<file path="src/rtl/shift_pipe.sv">
// Five-stage pipelined 32-bit barrel shifter (SLL/SRA) with valid/ready flow control, global stall and flush.
// Optional macro SHIFT_PIPE_LSR_EN adds logical right shift (SRL) on ctrl_op = 2'b10.
module shift_pipe #(
    parameter int TAG_W = 5
) (
    input  logic             clock,
    input  logic             reset,
    input  logic             in_valid,
    output logic             in_ready,
    input  logic [31:0]      data_operandA,
    input  logic [4:0]       ctrl_shiftamt,
    input  logic [1:0]       ctrl_op,
    input  logic [TAG_W-1:0] in_tag,
    input  logic             flush,
    output logic             out_valid,
    input  logic             out_ready,
    output logic [31:0]      data_result,
    output logic [TAG_W-1:0] out_tag
);

    typedef enum logic [1:0] {
        SH_SLL = 2'b00,
        SH_SRA = 2'b01,
        SH_SRL = 2'b10
    } shift_kind_e;

    // One binary-weighted shift step; SRA keeps bit 31, which is the operand's sign at every stage.
    function automatic logic [31:0] shift_step(input logic [31:0] d, input shift_kind_e kind,
                                               input logic en, input int amt);
        logic [31:0] r;
        r = d;
        if (en) begin
            case (kind)
                SH_SRA:  r = $unsigned($signed(d) >>> amt);
`ifdef SHIFT_PIPE_LSR_EN
                SH_SRL:  r = d >> amt;
`endif
                default: r = d << amt;
            endcase
        end
        return r;
    endfunction

    shift_kind_e      kind_in;
    logic             advance;

    logic             valid_q [1:5];
    logic             valid_d [1:5];
    logic [31:0]      data_q  [1:5];
    logic [31:0]      data_d  [1:5];
    logic [TAG_W-1:0] tag_q   [1:5];
    logic [TAG_W-1:0] tag_d   [1:5];
    // Remaining shift-amount bits, left-aligned so the next stage always consumes bit 3.
    logic [3:0]       shamt_q [1:4];
    logic [3:0]       shamt_d [1:4];
    shift_kind_e      kind_q  [1:4];
    shift_kind_e      kind_d  [1:4];

    always_comb begin
        // NOTE: every always_comb output gets a value on every path, otherwise a latch is inferred.
        kind_in = SH_SRA;
`ifdef SHIFT_PIPE_LSR_EN
        case (ctrl_op)
            2'b00:   kind_in = SH_SLL;
            2'b10:   kind_in = SH_SRL;
            default: kind_in = SH_SRA;
        endcase
`else
        case (ctrl_op)
            2'b00, 2'b10: kind_in = SH_SLL;
            default:      kind_in = SH_SRA;
        endcase
`endif
    end

    always_comb begin
        advance = ~(valid_q[5] & ~out_ready);

        valid_d[1] = in_valid;
        data_d[1]  = shift_step(data_operandA, kind_in, ctrl_shiftamt[4], 16);
        tag_d[1]   = in_tag;
        shamt_d[1] = ctrl_shiftamt[3:0];
        kind_d[1]  = kind_in;

        for (int k = 2; k <= 5; k++) begin
            valid_d[k] = valid_q[k-1];
            data_d[k]  = shift_step(data_q[k-1], kind_q[k-1], shamt_q[k-1][3], 1 << (5 - k));
            tag_d[k]   = tag_q[k-1];
        end
        for (int k = 2; k <= 4; k++) begin
            shamt_d[k] = shamt_q[k-1] << 1;
            kind_d[k]  = kind_q[k-1];
        end
    end

    // NOTE: sequential state uses non-blocking assignments so all stages update from pre-edge values.
    always_ff @(posedge clock or negedge reset) begin
        if (!reset) begin
            // NOTE: these are pipeline registers, not a memory array, so every one is reset.
            for (int k = 1; k <= 5; k++) begin
                valid_q[k] <= 1'b0;
                data_q[k]  <= '0;
                tag_q[k]   <= '0;
            end
            for (int k = 1; k <= 4; k++) begin
                shamt_q[k] <= '0;
                kind_q[k]  <= SH_SLL;
            end
        end else begin
            if (advance) begin
                for (int k = 1; k <= 5; k++) begin
                    data_q[k] <= data_d[k];
                    tag_q[k]  <= tag_d[k];
                end
                for (int k = 1; k <= 4; k++) begin
                    shamt_q[k] <= shamt_d[k];
                    kind_q[k]  <= kind_d[k];
                end
            end
            // Flush wins over both advance and stall; only the valid bits matter.
            for (int k = 1; k <= 5; k++) begin
                if (flush)        valid_q[k] <= 1'b0;
                else if (advance) valid_q[k] <= valid_d[k];
            end
        end
    end

    assign in_ready    = advance;
    assign out_valid   = valid_q[5];
    assign data_result = data_q[5];
    assign out_tag     = tag_q[5];

endmodule

</file>
<file path="config.mk">
export PLATFORM = sky130hd
export DESIGN_NAME = shift_pipe
export DESIGN_NICKNAME = d
export VERILOG_FILES = /design/src/rtl/shift_pipe.sv
export SDC_FILE = /design/constraint.sdc
export NUM_CORES = 1
export LEC_CHECK = 0
export ABC_AREA = 1
export CAP_MARGIN = 15
export CORE_MARGIN = 3
export CORE_UTILIZATION = 39
export CTS_BUF_LIST = sky130_fd_sc_hd__clkbuf_8
export CTS_CLUSTER_DIAMETER = 40
export DETAILED_ROUTE_END_ITERATION = 6
export PLACE_DENSITY_LB_ADDON = 0.2
export SYNTH_ARGS = -nofsm -noshare
export SYNTH_HDL_FRONTEND = slang
export SYNTH_SLANG_ARGS = --single-unit
</file>
<file path="constraint.sdc">
create_clock -name clock -period 2.2 [get_ports clock]
set_input_delay 0.66 -clock clock [delete_from_list [all_inputs] [get_ports clock]]
set_output_delay 0.66 -clock clock [all_outputs]
set_load 0.01 [all_outputs]
</file>
# == Yosys cells after proc, flatten, opt, wreduce, memory -nomap -nowiden ==
# Cells that the tools add are included.
# totals
in_bits,49
word_cells,56
ff_bits,208
output_inout_bits,39
# classes
reduce_logical,2
bitwise_logic,3
eq_ne,7
n_mux,21
# op_table
cell,n
2-to-1 mux 32 bit,10
2-to-1 mux 1 bit,11
== test 2 x 1 -> 1 bit (second input constant),4
== test 2 bit (second input constant),1
logical NOT 2 bit,1
inequality test 2 bit (second input constant),1
NOT 1 bit,2
OR reduction 2 bit,1
AND 1 bit,1
== test 1 bit (second input constant),1

# == Depth between registers and ports, before layout ==
# Gate-level depths: netlist of run 1.
# logic_depth
depth_word,6
ltp_mapped,8
depth_no_buf,5

# == Least setup slack after synthesis of run 1 ==
# Ideal clock, no wire load.
# synth_timing
kind,in2out
start,input out_ready
end,output in_ready
cell_stages,4
t_required_ps,1540
n_path_buf,2
t_arrival_ps,1127
path_slack_ps,413
path_cell_list,inv_1 nand2_2 buf_4 buf_2
# synth_via
elab_chain_cells,3
# synth_lines
item,line,rtl
"start, declared",16,"input logic out_ready,"
NOT 1 bit,77,advance = ~(valid_q[5] & ~out_ready);
AND 1 bit,77,
NOT 1 bit,77,
"end, declared",9,"output logic in_ready,"
# No other way between the ends.

# == Worst setup path in the final report of run 1 ==
# Same ends and word-level chain as after synthesis.

==> impl_metrics.json, run 1 <==
{
  "status": "completed",
  "grt_max_degree": 66,
  "track_usage": 0.177,
  "post-place-cells": 2025,
  "total_leakage_power_uw": 0.00736,
  "crit_chain": "clkdlybuf4s50_1 -> inv_2 -> nand2_8 -> clkdlybuf4s15_1",
  "drc": 0,
  "grt_pass1_vias": 9364,
  "viasPerCell": 4.75,
  "final_cells": 2095,
  "path_max_fanout": 2,
  "hp-class": "flop to flop",
  "drtIter0Drc": 756,
  "cpPeakStageDelay_ns": 0.47,
  "setup_viol": 0,
  "dr.pass1.iters": 5,
  "cp-start-kind": "input port",
  "syn_avg_cell_area_um2": 6.81,
  "timing.final.ws_setup_ns": 0.0603,
  "hold_viol": 0,
  "cts_buffers": 40,
  "syn_inst": 1667,
  "utilization": 0.462,
  "netlist_area_um2": 11400,
  "tightest_slew_ns": 0.643,
  "antenna_found_initial": 0,
  "dp_hpwl_um": 18400,
  "clk_latency_ns": 0.55,
  "dieWidth_um": 177,
  "h-tree-depth": 2,
  "fin_crit_ns": 2.14,
  "finalClockSkew_ns": 0.0369,
  "dieArea_um2": 31200,
  "final_cell_mix": "524 x nand2_1, 436 x nor2_1, 233 x nand3_1",
  "floorplan.initialDensity": 0.402,
  "portBuffers": 86,
  "ant_nets": 0,
  "powerDensity_nw_per_um2": 771,
  "ys_types": 16,
  "chipHeight_um": 177,
  "rows": 61,
  "drv_cap": 0,
  "num_io_pins": 88,
  "fin_hold_ws_ns": 0.466,
  "path_class": "input port to primary output",
  "cp-end-kind": "primary output",
  "place_congestion": 0.824,
  "ys_ff_latch": 204,
  "worstPathArrival_ns": 1.48,
  "finalMaxSlewViolations": 0,
  "ir_worst_vdd_mv": 0.332,
  "n_antenna_cell": 0,
  "routed_wl_um": 27000,
  "path_clk_slew_ns": 0.06,
  "rsz0062_at_grt": "no",
  "wl_per_cell_um": 12.9,
  "synth_seq_area_share": 0.449,
  "worstPathRequired_ns": 1.54,
  "mostFrequentLayoutCell": "nand2_1",
  "critPathSlowestCell": "clkdlybuf4s50_1",
  "final_layout_size_suffix_gt1_frac": 0.0629,
  "synth_fp_nets": 1716,
  "cts_tree": "built",
  "timing.fmax_mhz": 467,
  "place_ws_ns": -0.271,
  "fin_crit_sh": 0.973,
  "area_growth_pct": 14.8,
  "ys_warn_count": 0,
  "core-area_um2": 28200,
  "fin_nets": 1739,
  "gr-total-overflow": 0,
  "vias": 9943,
  "root_buffer": "clkbuf_8",
  "clockBufferDepth": 3,
  "finalInstanceArea_um2": 13000,
  "grt_pass1_wl_um": 46600,
  "slew_headroom": 0.571,
  "cts_sinks": 204,
  "placed_cell_area_um2": 12200
}
final cells by class:
type                            instances  area, um2
Clock buffer                           50        688
Clock inverter                         19        113
Fill cell                            2940      15200
Inverter                               73        274
Multi-Input combinational cell       1249       5090
Sequential cell                       204       5110
Tap cell                              378        473
Timing Repair Buffer                  122       1290
synth_stat cells:
cell	count	share of area
buf_6	12	0.012
clkbuf_1	4	0.0013
inv_2	6	0.0020
dfrtp_1	204	0.45
nand3b_1	4	0.0026
buf_2	74	0.033
nor2_1	436	0.14
o21ai_0	35	0.015
o21ai_1	7	0.0031
nand2_1	524	0.17
nand2_2	5	0.0028
o21bai_1	5	0.0033
clkbuf_2	1	0.00044
buf_4	50	0.033
inv_1	67	0.022
nand3_1	233	0.10
state kept, by name, indices dropped and copies added (netlist names):
signal,count
out_tag,5
kind_d,3
kind_q,1
shamt_q,4
out_valid,1
tag_d,20
data_q,128
shamt_d,6
data_result,32
valid_d,4
critical path: cells and delay by family:
kind	cells	cell delay (ns)
buffers and inverters	3	0.76
and+or+nand+nor	1	0.05
layer usage:
layer	GRT usage	wire, um	vias up
met5	0	0	-
met4	0.0625	789	0
met3	0.0298	1340	58
met2	0.275	12100	259
met1	0.252	12800	4445
li1	-	-	5181
worst paths after layout:
path	cells past startpoint	end	startpoint	slack, ns
max	4	in_ready	out_ready	0.06
min	2	tag_d[6]$_DFFE_PN0N_	tag_d[11]$_DFFE_PN0N_	0.47
max reg2reg	7	data_q[114]$_DFFE_PN0N_	out_valid$_DFFE_PN0P_	0.59
min reg2reg	2	tag_d[6]$_DFFE_PN0N_	tag_d[11]$_DFFE_PN0N_	0.47
max in group asynchronous	3	tag_d[11]$_DFFE_PN0N_	reset	0.99
min in group asynchronous	2	data_q[79]$_DFFE_PN0N_	reset	0.59
metrics by stage:
step,TNS [ns],power [uW]
2_1_floorplan,0,5760
4_1_cts,0,10200
6_report,0,10000
5_1_grt,0,10700
3_5_place_dp,-10.41,6380
3_3_place_gp,-9.14,6350
kinds of logic after synthesis:
group                  Yosys count  share of synthesized area
AND/OR/NAND/NOR               1202                      0.425
buffers and inverters          214                      0.103
flip-flops                     204                      0.449
AO/OA/AOI/OAI                   47                     0.0218
repair_timing:
action | 4_1_cts | 5_1_grt
gates resized for setup | 4 | 1
buffers inserted | 0 | 0
endpoints found under the hold margin | 5 | 0
hold buffers | 1 | 0
setup endpoints to repair | 2 | 1
report_power, final:
group | switching [uW] | internal (uW)
Sequential | 447 | 4210
Clock | 1590 | 2160
Combinational | 923 | 711
Power figures use the tool's default switching activity.
==> run 2: changes to the inputs <==
- CTS_CLUSTER_SIZE: default -> 20
==> run 2 against run 1 <==
Against the previous run:
- largest cell class unchanged
- sequential power is essentially flat
- sequential share of layout area shrank 0.30 points
- clock skew grew 0.012 ns
- via count is essentially flat
- setup slack is essentially flat
- sequential cell count is the same
- global-route usage grew 0.051 points
- non-clock buffer count is the same
- routed wire length grew 0.32%
==> impl_metrics.json, run 2 (synthesis results as in run 1) <==
{
  "status": "completed",
  "combPwrFrac": 0.154,
  "worstPathRequired_ns": 1.54,
  "timing.fmax_mhz": 467,
  "hold_viol": 0,
  "p_sw_uw": 3060,
  "gr-total-overflow": 0,
  "track_usage": 0.178,
  "path_class": "input port to primary output",
  "grt_pass1_wl_um": 46700,
  "clk_latency_ns": 0.55,
  "cts_setup_buffers": 0,
  "worstPathArrival_ns": 1.48,
  "final_layout_size_suffix_gt1_frac": 0.0659,
  "powerDensity_nw_per_um2": 806,
  "dp_hpwl_um": 18400,
  "num_io_pins": 88,
  "antenna_found_initial": 0,
  "chipHeight_um": 177,
  "ant_nets": 0,
  "hp-class": "flop to flop",
  "fin_nets": 1736,
  "vias": 9945,
  "worst_hold_startpoint": "tag_d[2]$_DFFE_PN0N_",
  "cts_tree": "built",
  "cts_sinks": 204,
  "p_sw_frac": 0.289,
  "cts_buffers": 37,
  "final_cells": 2093,
  "n_antenna_cell": 0,
  "rsz0062_at_grt": "no",
  "finalMaxSlewViolations": 0,
  "dieArea_um2": 31200,
  "tightest_slew_ns": 0.643,
  "core-area_um2": 28200,
  "dieWidth_um": 177,
  "routed_wl_um": 27100,
  "critPathSlowestCell": "clkdlybuf4s50_1",
  "p_seq_frac": 0.439,
  "wl_per_cell_um": 12.9,
  "rows": 61,
  "timing.final.ws_setup_ns": 0.0602,
  "floorplan.initialDensity": 0.402,
  "viasPerCell": 4.75,
  "ir_worst_vdd_mv": 0.326,
  "place_congestion": 0.824,
  "setup_viol": 0,
  "crit_chain": "clkdlybuf4s50_1 -> inv_2 -> nand2_8 -> clkdlybuf4s15_1",
  "drc": 0,
  "h-tree-depth": 2,
  "slew_headroom": 0.571,
  "portBuffers": 86,
  "p_int_uw": 7530,
  "fin_crit_ns": 2.14,
  "area_growth_pct": 15.6,
  "clkPwrFrac": 0.406,
  "cp-start-kind": "input port",
  "cpPeakStageDelay_ns": 0.47,
  "place_ws_ns": -0.271,
  "worstSetupStartpoint": "out_ready",
  "grt_max_degree": 66,
  "largest_register": "data_q",
  "finalClockSkew_ns": 0.0488,
  "path_max_fanout": 2,
  "final_cell_mix": "524 x nand2_1, 436 x nor2_1, 233 x nand3_1",
  "total_leakage_power_uw": 0.00738,
  "dr.pass1.iters": 5,
  "fillCellCount": 2934,
  "grt_pass1_vias": 9357,
  "mostFrequentLayoutCell": "nand2_1",
  "largest_register_ffs": 128,
  "drv_cap": 0,
  "cp-end-kind": "primary output",
  "post-place-cells": 2025,
  "root_buffer": "clkbuf_8",
  "path_clk_slew_ns": 0.07,
  "worstReg2RegStart": "out_valid$_DFFE_PN0P_",
  "clockBufferDepth": 3,
  "fin_crit_sh": 0.973,
  "drtIter0Drc": 750
}
[run 2: area by class of cell]
cell class / count / area [um2] / share of cell area
multi-input cells: 1249 / 5090 / 0.388
flip-flops and latches: 204 / 5110 / 0.389
clock inverters: 25 / 322 / 0.0245
well taps: 378 / 473 / 0.0360
inverters: 73 / 274 / 0.0209
clock buffers: 42 / 578 / 0.0440
repair buffers: 122 / 1290 / 0.0981
[run 2: per-stage QoR]
stage	power (uW)	area [um2]	setup TNS, ns	util	hold WS (ns)
global route	11200	13100	0	0.465	0.484
detailed placement	6380	12200	-10.41	0.433	0.458
CTS	10800	13100	0	0.465	0.469
global placement	6350	12200	-9.14	0.433	0.454
floorplan	5760	11400	0	-	0.364
finish	10600	13100	0	0.465	0.460
[run 2: power by group through the flow]
| stage | Clock (uW) | Sequential, uW | Combinational (uW) |
|---|---|---|---|
| global route | 4600 | 4730 | 1890 |
| global placement | 0 | 4710 | 1640 |
| finish | 4300 | 4650 | 1630 |
| detailed placement | 0 | 4730 | 1650 |
| floorplan | 0 | 4560 | 1200 |
| CTS | 4430 | 4660 | 1660 |
[run 2: worst paths after layout]
check / end / slack, ns / cells past startpoint
max: in_ready / 0.06 / 4
min: out_tag[2]$_DFFE_PN0N_ / 0.46 / 2
max reg2reg: data_q[114]$_DFFE_PN0N_ / 0.57 / 7
min reg2reg: out_tag[2]$_DFFE_PN0N_ / 0.46 / 2
max in group asynchronous: tag_d[12]$_DFFE_PN0N_ / 0.98 / 3
min in group asynchronous: data_q[115]$_DFFE_PN0N_ / 0.58 / 2
[run 2: worst max-delay path: cells and delay by family]
family	cells	cell delay (ns)
simple gates	1	0.05
buf+inv	3	0.76
[run 2: what timing repair did]
action / in CTS / in global routing
hold buffers: 1 / 0
endpoints found under the hold margin: 7 / 0
endpoints found under the setup margin: 2 / 2
resized for setup: 4 / 2
pin swaps: 0 / 0
[run 2: metal layers]
metal / part of all wire / vias to the layer above / GRT usage / wire length [um]
met5: 0 / - / 0 / 0
met4: 0.030 / 0 / 0.0628 / 810
met3: 0.048 / 53 / 0.0298 / 1300
met2: 0.44 / 254 / 0.274 / 12000
met1: 0.48 / 4458 / 0.254 / 13000
li1: - / 5180 / - / -
